===== src/rtl/risc_ctrl_pkg.sv =====
// risc_ctrl_pkg: opcode constants, FSM state encoding and pc_src encodings for the multi-cycle controller
package risc_ctrl_pkg;
  localparam logic [5:0] ALU_R  = 6'h00;
  localparam logic [5:0] ALU_I  = 6'h01;
  localparam logic [5:0] LD     = 6'h02;
  localparam logic [5:0] ST     = 6'h03;
  localparam logic [5:0] BR     = 6'h04;
  localparam logic [5:0] JMP    = 6'h05;
  localparam logic [5:0] ALU_IU = 6'h06;
  localparam logic [5:0] HALT   = 6'h3F;
  localparam logic [1:0] PC_PLUS4 = 2'b00;
  localparam logic [1:0] PC_BR    = 2'b01;
  localparam logic [1:0] PC_JMP   = 2'b10;
  typedef enum logic [2:0] {
    S_IDLE,
    S_FETCH,
    S_DECODE,
    S_EXEC,
    S_MEM,
    S_WB,
    S_HALT
  } state_t;
endpackage


===== src/rtl/multicycle_ctrl_opcode_class.sv =====
// opcode_class: combinational opcode decoder feeding the multi-cycle control FSM
module opcode_class
  import risc_ctrl_pkg::*;
#(
  parameter int OPC_W = 6
) (
  input  logic [OPC_W-1:0] opcode,
  output logic             is_alu_r,
  output logic             is_imm,
  output logic             is_unsigned,
  output logic             is_ld,
  output logic             is_st,
  output logic             is_br,
  output logic             is_jmp,
  output logic             is_halt,
  output logic             is_illegal
);
  logic is_alu_i;
  assign is_alu_r    = opcode == ALU_R;
  assign is_alu_i    = opcode == ALU_I;
  assign is_unsigned = opcode == ALU_IU;
  assign is_ld       = opcode == LD;
  assign is_st       = opcode == ST;
  assign is_br       = opcode == BR;
  assign is_jmp      = opcode == JMP;
  assign is_halt     = opcode == HALT;
  assign is_imm      = is_alu_i | is_unsigned | is_ld | is_st;
  assign is_illegal  = !(is_alu_r | is_imm | is_br | is_jmp | is_halt);
endmodule


===== src/rtl/multicycle_ctrl.sv =====
// multicycle_ctrl: fetch/decode/exec/mem/wb sequencer for the RISC datapath; MULTICYCLE_CTRL_PERF_EN adds perf counters
module multicycle_ctrl
  import risc_ctrl_pkg::*;
#(
  parameter int OPC_W = 6
`ifdef MULTICYCLE_CTRL_PERF_EN
  , parameter int CNT_W = 32
`endif
) (
  input  logic             clk,
  input  logic             rst,
  input  logic             start,
  input  logic [OPC_W-1:0] opcode,
  input  logic             zero,
  input  logic             mem_ready,
  output logic             mem_rd,
  output logic             mem_wr,
  output logic             mem_addr_sel,
  output logic             ir_load,
  output logic             pc_write,
  output logic [1:0]       pc_src,
  output logic             alu_src_imm,
  output logic             ext_zero,
  output logic             rf_we,
  output logic             rf_dst_rd,
  output logic             wb_mem,
  output logic             halted,
  output logic             illegal
`ifdef MULTICYCLE_CTRL_PERF_EN
  , output logic [CNT_W-1:0] cyc_cnt
  , output logic [CNT_W-1:0] instr_cnt
  , output logic [CNT_W-1:0] stall_cnt
`endif
);
  state_t state_q, state_d;
  logic   illegal_q, illegal_d;
  logic   is_alu_r, is_imm, is_unsigned, is_ld, is_st, is_br, is_jmp, is_halt, is_illegal;

  opcode_class #(.OPC_W(OPC_W)) u_class (
    .opcode     (opcode),
    .is_alu_r   (is_alu_r),
    .is_imm     (is_imm),
    .is_unsigned(is_unsigned),
    .is_ld      (is_ld),
    .is_st      (is_st),
    .is_br      (is_br),
    .is_jmp     (is_jmp),
    .is_halt    (is_halt),
    .is_illegal (is_illegal)
  );

  // next state and the purely combinational datapath controls of the current state
  always_comb begin
    state_d      = state_q;
    illegal_d    = illegal_q;
    mem_rd       = 1'b0;
    mem_wr       = 1'b0;
    mem_addr_sel = 1'b0;
    ir_load      = 1'b0;
    pc_write     = 1'b0;
    pc_src       = PC_PLUS4;
    alu_src_imm  = 1'b0;
    ext_zero     = 1'b0;
    rf_we        = 1'b0;
    rf_dst_rd    = 1'b0;
    wb_mem       = 1'b0;
    halted       = 1'b0;
    case (state_q)
      S_IDLE: state_d = start ? S_FETCH : S_IDLE;
      S_FETCH: begin
        mem_rd   = 1'b1;
        ir_load  = mem_ready;
        pc_write = mem_ready;
        state_d  = mem_ready ? S_DECODE : S_FETCH;
      end
      S_DECODE: begin
        illegal_d = is_illegal;
        state_d   = (is_halt | is_illegal) ? S_HALT : S_EXEC;
      end
      S_EXEC: begin
        alu_src_imm = is_imm;
        ext_zero    = is_unsigned;
        pc_write    = is_jmp | (is_br & zero);
        pc_src      = is_jmp ? PC_JMP : (is_br & zero) ? PC_BR : PC_PLUS4;
        state_d     = (is_ld | is_st) ? S_MEM : (is_br | is_jmp) ? S_FETCH : S_WB;
      end
      S_MEM: begin
        mem_addr_sel = 1'b1;
        alu_src_imm  = 1'b1;
        mem_rd       = is_ld;
        mem_wr       = is_st;
        state_d      = !mem_ready ? S_MEM : is_ld ? S_WB : S_FETCH;
      end
      S_WB: begin
        rf_we     = 1'b1;
        rf_dst_rd = is_alu_r;
        wb_mem    = is_ld;
        state_d   = S_FETCH;
      end
      S_HALT: halted = 1'b1;
      default: state_d = S_IDLE;
    endcase
  end

  assign illegal = illegal_q;

  // FSM state and the captured illegal-opcode flag
  always_ff @(posedge clk or posedge rst) begin
    if (rst) begin
      state_q   <= S_IDLE;
      illegal_q <= 1'b0;
    end else begin
      state_q   <= state_d;
      illegal_q <= illegal_d;
    end
  end

`ifdef MULTICYCLE_CTRL_PERF_EN
  logic [CNT_W-1:0] cyc_cnt_q, cyc_cnt_d, instr_cnt_q, instr_cnt_d, stall_cnt_q, stall_cnt_d;

  // active cycles, retired decodes and memory wait cycles; all wrap naturally
  always_comb begin
    cyc_cnt_d   = cyc_cnt_q + CNT_W'(state_q != S_IDLE && state_q != S_HALT);
    instr_cnt_d = instr_cnt_q + CNT_W'(state_q == S_DECODE);
    stall_cnt_d = stall_cnt_q + CNT_W'((state_q == S_FETCH || state_q == S_MEM) && !mem_ready);
  end

  // counter registers
  always_ff @(posedge clk or posedge rst) begin
    if (rst) begin
      cyc_cnt_q   <= '0;
      instr_cnt_q <= '0;
      stall_cnt_q <= '0;
    end else begin
      cyc_cnt_q   <= cyc_cnt_d;
      instr_cnt_q <= instr_cnt_d;
      stall_cnt_q <= stall_cnt_d;
    end
  end

  assign cyc_cnt   = cyc_cnt_q;
  assign instr_cnt = instr_cnt_q;
  assign stall_cnt = stall_cnt_q;
`endif
endmodule


===== config.mk =====
export PLATFORM = sky130hd
export DESIGN_NAME = multicycle_ctrl
export DESIGN_NICKNAME = d
export VERILOG_FILES = /design/src/rtl/risc_ctrl_pkg.sv /design/src/rtl/multicycle_ctrl_opcode_class.sv /design/src/rtl/multicycle_ctrl.sv
export SDC_FILE = /design/constraint.sdc
export NUM_CORES = 1
export LEC_CHECK = 0
export CAP_MARGIN = 20
export CORE_AREA = 2 2 39 41
export DETAILED_ROUTE_END_ITERATION = 8
export DIE_AREA = 0 0 41 43
export PLACE_DENSITY = 0.74
export REMOVE_ABC_BUFFERS = 1
export SYNTH_ARGS = -nofsm -noshare
export SYNTH_HDL_FRONTEND = slang
export SYNTH_HIERARCHICAL = 1
export SYNTH_SLANG_ARGS = --single-unit

===== constraint.sdc =====
create_clock -name clk -period 1.47 [get_ports clk]
set_input_delay 0.147 -clock clk [delete_from_list [all_inputs] [get_ports clk]]
set_output_delay 0.147 -clock clk [all_outputs]
set_load 0.01 [all_outputs]

==> results.toml <==
[outcome]
status = "finished, violations left"
violations = "setup timing"

[drt]
drtIter0Drc = 9
firstDrtPassIters = 4
drc_errors = 0
wl_per_cell_um = 13.0
antenna_left = 0
totalWireLength_mm = 1.67
vias_per_cell = 5.24
num_vias = 671

[setup_path]
required_ns = 1.32
rr_worst_depth = 5
critPathSlowestCell = "or4b_4"
worstSetupEndpointType = "output pin"
worstPathMaxFanout = 3
crit_family = "simple AND/OR/NAND/NOR gates"
cp-start-kind = "input port"
critPathKind = "input port to output pin"
worstPathBufferInverterCount = 3
path_cells = "buf_8 > or4b_4 > nor3b_4 > inv_1 > a31oi_1 > buf_2"
crit_cells = 6
slowest_delay_ns = 0.58
crit_arrival_ns = 1.40

[sta]
period_needed_ns = 1.55
fin_hold_ws_ns = 0.0861
setup_viol = 5
fmax_mhz = 645
period_share = 1.05
tightest_slew_ns = 0.328
rsz0062_at_grt = "yes"
drv_slew = 0
setup_slack_ns = -0.0801
hold_violations = 0
relSlewSlack = 0.781
fin_skew_ns = 0.00207

[floorplan]
io-pin-count = 25
rows = 14
coreArea_mm2 = 0.00138
dieArea_mm2 = 0.00176
die_w_um = 41
initial_core_util = 0.344
die_y_um = 43

[yosys]
synth-simple-area-share = 0.487
synth-compound-area-share = 0.197
netlist.area_leader.share = 0.211
ys_types = 31
synth_xor_area_frac = 0
syn_area_per_cell_um2 = 7.31
syn-cell-area_um2 = 475
synth.largest_area_cell = "dfrtp_1"
synthMuxAreaShare = 0.0474
synth-adder-area-share = 0
ys_seq_area_frac = 0.211
syn_inst = 65
synth_top_family_by_area = "simple AND/OR/NAND/NOR gates"
synth_area_leaders = "dfrtp_1 (21%), nor2_1 (12%), nand2b_1 (5.3%)"
ys_ff_latch = 4
yosysWarnings = 6

[placement]
dp_hpwl_mm = 1.15
gp_congestion = 0.773
io_buffers = 24

[grt]
grt_max_degree = 10
antenna_found_initial = 0
grt_pass1_vias = 642
grt_overflow_total = 0
grt_pass1_wl_mm = 2.59
grt_usage = 0.227

[pwr]
swShare = 0.404
power_frac_seq = 0.162
leakage_nw = 0.444
comb_power_share = 0.707
clkPwrFrac = 0.130
vdd_ir_drop_max_mv = 0.600
finalPower_w = 0.00113
power_density_mw_per_mm2 = 1190
power_switching_w = 0.000458
p_int_w = 0.000677

[cells_and_area]
area_delta_synth_final_pct = 99.7
drive_gt1_frac = 0.554
nNetsFinal = 125
num_antenna_cells = 0

[run]
drv_cap = 0

[clock_network]
cts_made_buffers = 3
worst_skew_pair.late_latency_ns = 0.25
cts_sinks = 4
clk_pin_slew_ns = 0.04
cts_tree = "built"
clockRootBuffer = "clkbuf_4"
htreeDepth = 1
cts_hold_buf = 0
clk_path_buf_depth = 2

[worst_hold_path]
worst_hold_path_type = "input port to async pin"
[cell usage after synthesis, drive strengths merged]
master	n
a31o	1
nor3b	1
a211oi	1
nor3	3
or4	1
nand2b	5
o311ai	1
o221ai	2
or3	1
o21ai	3
nand3b	1
and3	3
mux2	2
and2	1
a31oi	1
and2b	1
o31a	1
nor2	15
o32a	1
a21oi	1
buf	2
or4b	1
nand2	4
inv	4
nor2b	1
dfrtp	4
nand3	3
[layout by cell type (no fill, tap or decap), types with 4 or more instances in the layout]
cell             netlist  final
buf_4                  1     20
nor2_1                15     12
buf_2                  1      8
buf_6                  0      6
clkdlybuf4s50_1        0      5
inv_1                  4      4
nand2_1                4      4
clkbuf_2               0      4
[per-stage QoR]
step,setup TNS [ns],std cells,area (µm²),setup WS (ns),utilization
floorplan,-0.0472,63,463,-0.0472,-
global placement,-8.38,122,866,-0.853,0.626
detailed placement,-8.84,122,866,-0.909,0.626
CTS,-0.245,126,936,-0.0980,0.676
global route,-0.432,128,950,-0.141,0.686
finish,-0.227,128,950,-0.0801,0.686
[path summary, 6_finish.rpt]
path,slack [ns],end,start
max,-0.08,pc_write,opcode[4]
min,0.09,state_q[0],rst
max reg2reg,0.11,illegal,state_q[0]
min reg2reg,0.48,illegal,illegal
max in group asynchronous,1.22,state_q[1],rst
min in group clk,0.41,state_q[2],opcode[3]
[logic make-up after synthesis]
logic type	after synthesis
AND/OR/NAND/NOR	41
AO/OA/AOI/OAI	12
buffers and inverters	6
flip-flops	4
multiplexers	2
[registers in the layout (all words and copies together) (netlist names)]
signal and count:
state_q 3, illegal 1
[area by class of cell]
cell class / count / area [µm²]
clock buffers: 3 / 22.5
inverters: 4 / 15.0
multi-input cells: 55 / 429
well taps: 16 / 20.0
flip-flops and latches: 4 / 101
fillers: 132 / 434
repair buffers: 46 / 362
[routing by layer]
layer | vias up | wire length [µm] | part of all wire | global-route usage
li1 | 330 | - | - | -
met1 | 310 | 610 | 0.37 | 0.215
met2 | 25 | 911 | 0.55 | 0.375
met3 | 6 | 92 | 0.055 | 0.0838
met4 | 0 | 54 | 0.032 | 0.153
met5 | - | 0 | 0 | 0
[what timing repair did]
item / in CTS / in global routing
pin swaps: 7 / 7
setup buffers: 1 / 2
resized for setup: 81 / 12
setup endpoints to repair: 16 / 12
[power groups by stage]
stage / Sequential [W] / Combinational (W) / Clock (W)
2_1_floorplan: 0.000237 / 0.000308 / 0
5_1_grt: 0.000191 / 0.000865 / 0.000161
3_3_place_gp: 0.000208 / 0.000723 / 0
3_5_place_dp: 0.000210 / 0.000732 / 0
4_1_cts: 0.000192 / 0.000775 / 0.000157
6_report: 0.000184 / 0.000802 / 0.000148
(Power assumes the default switching activity.)
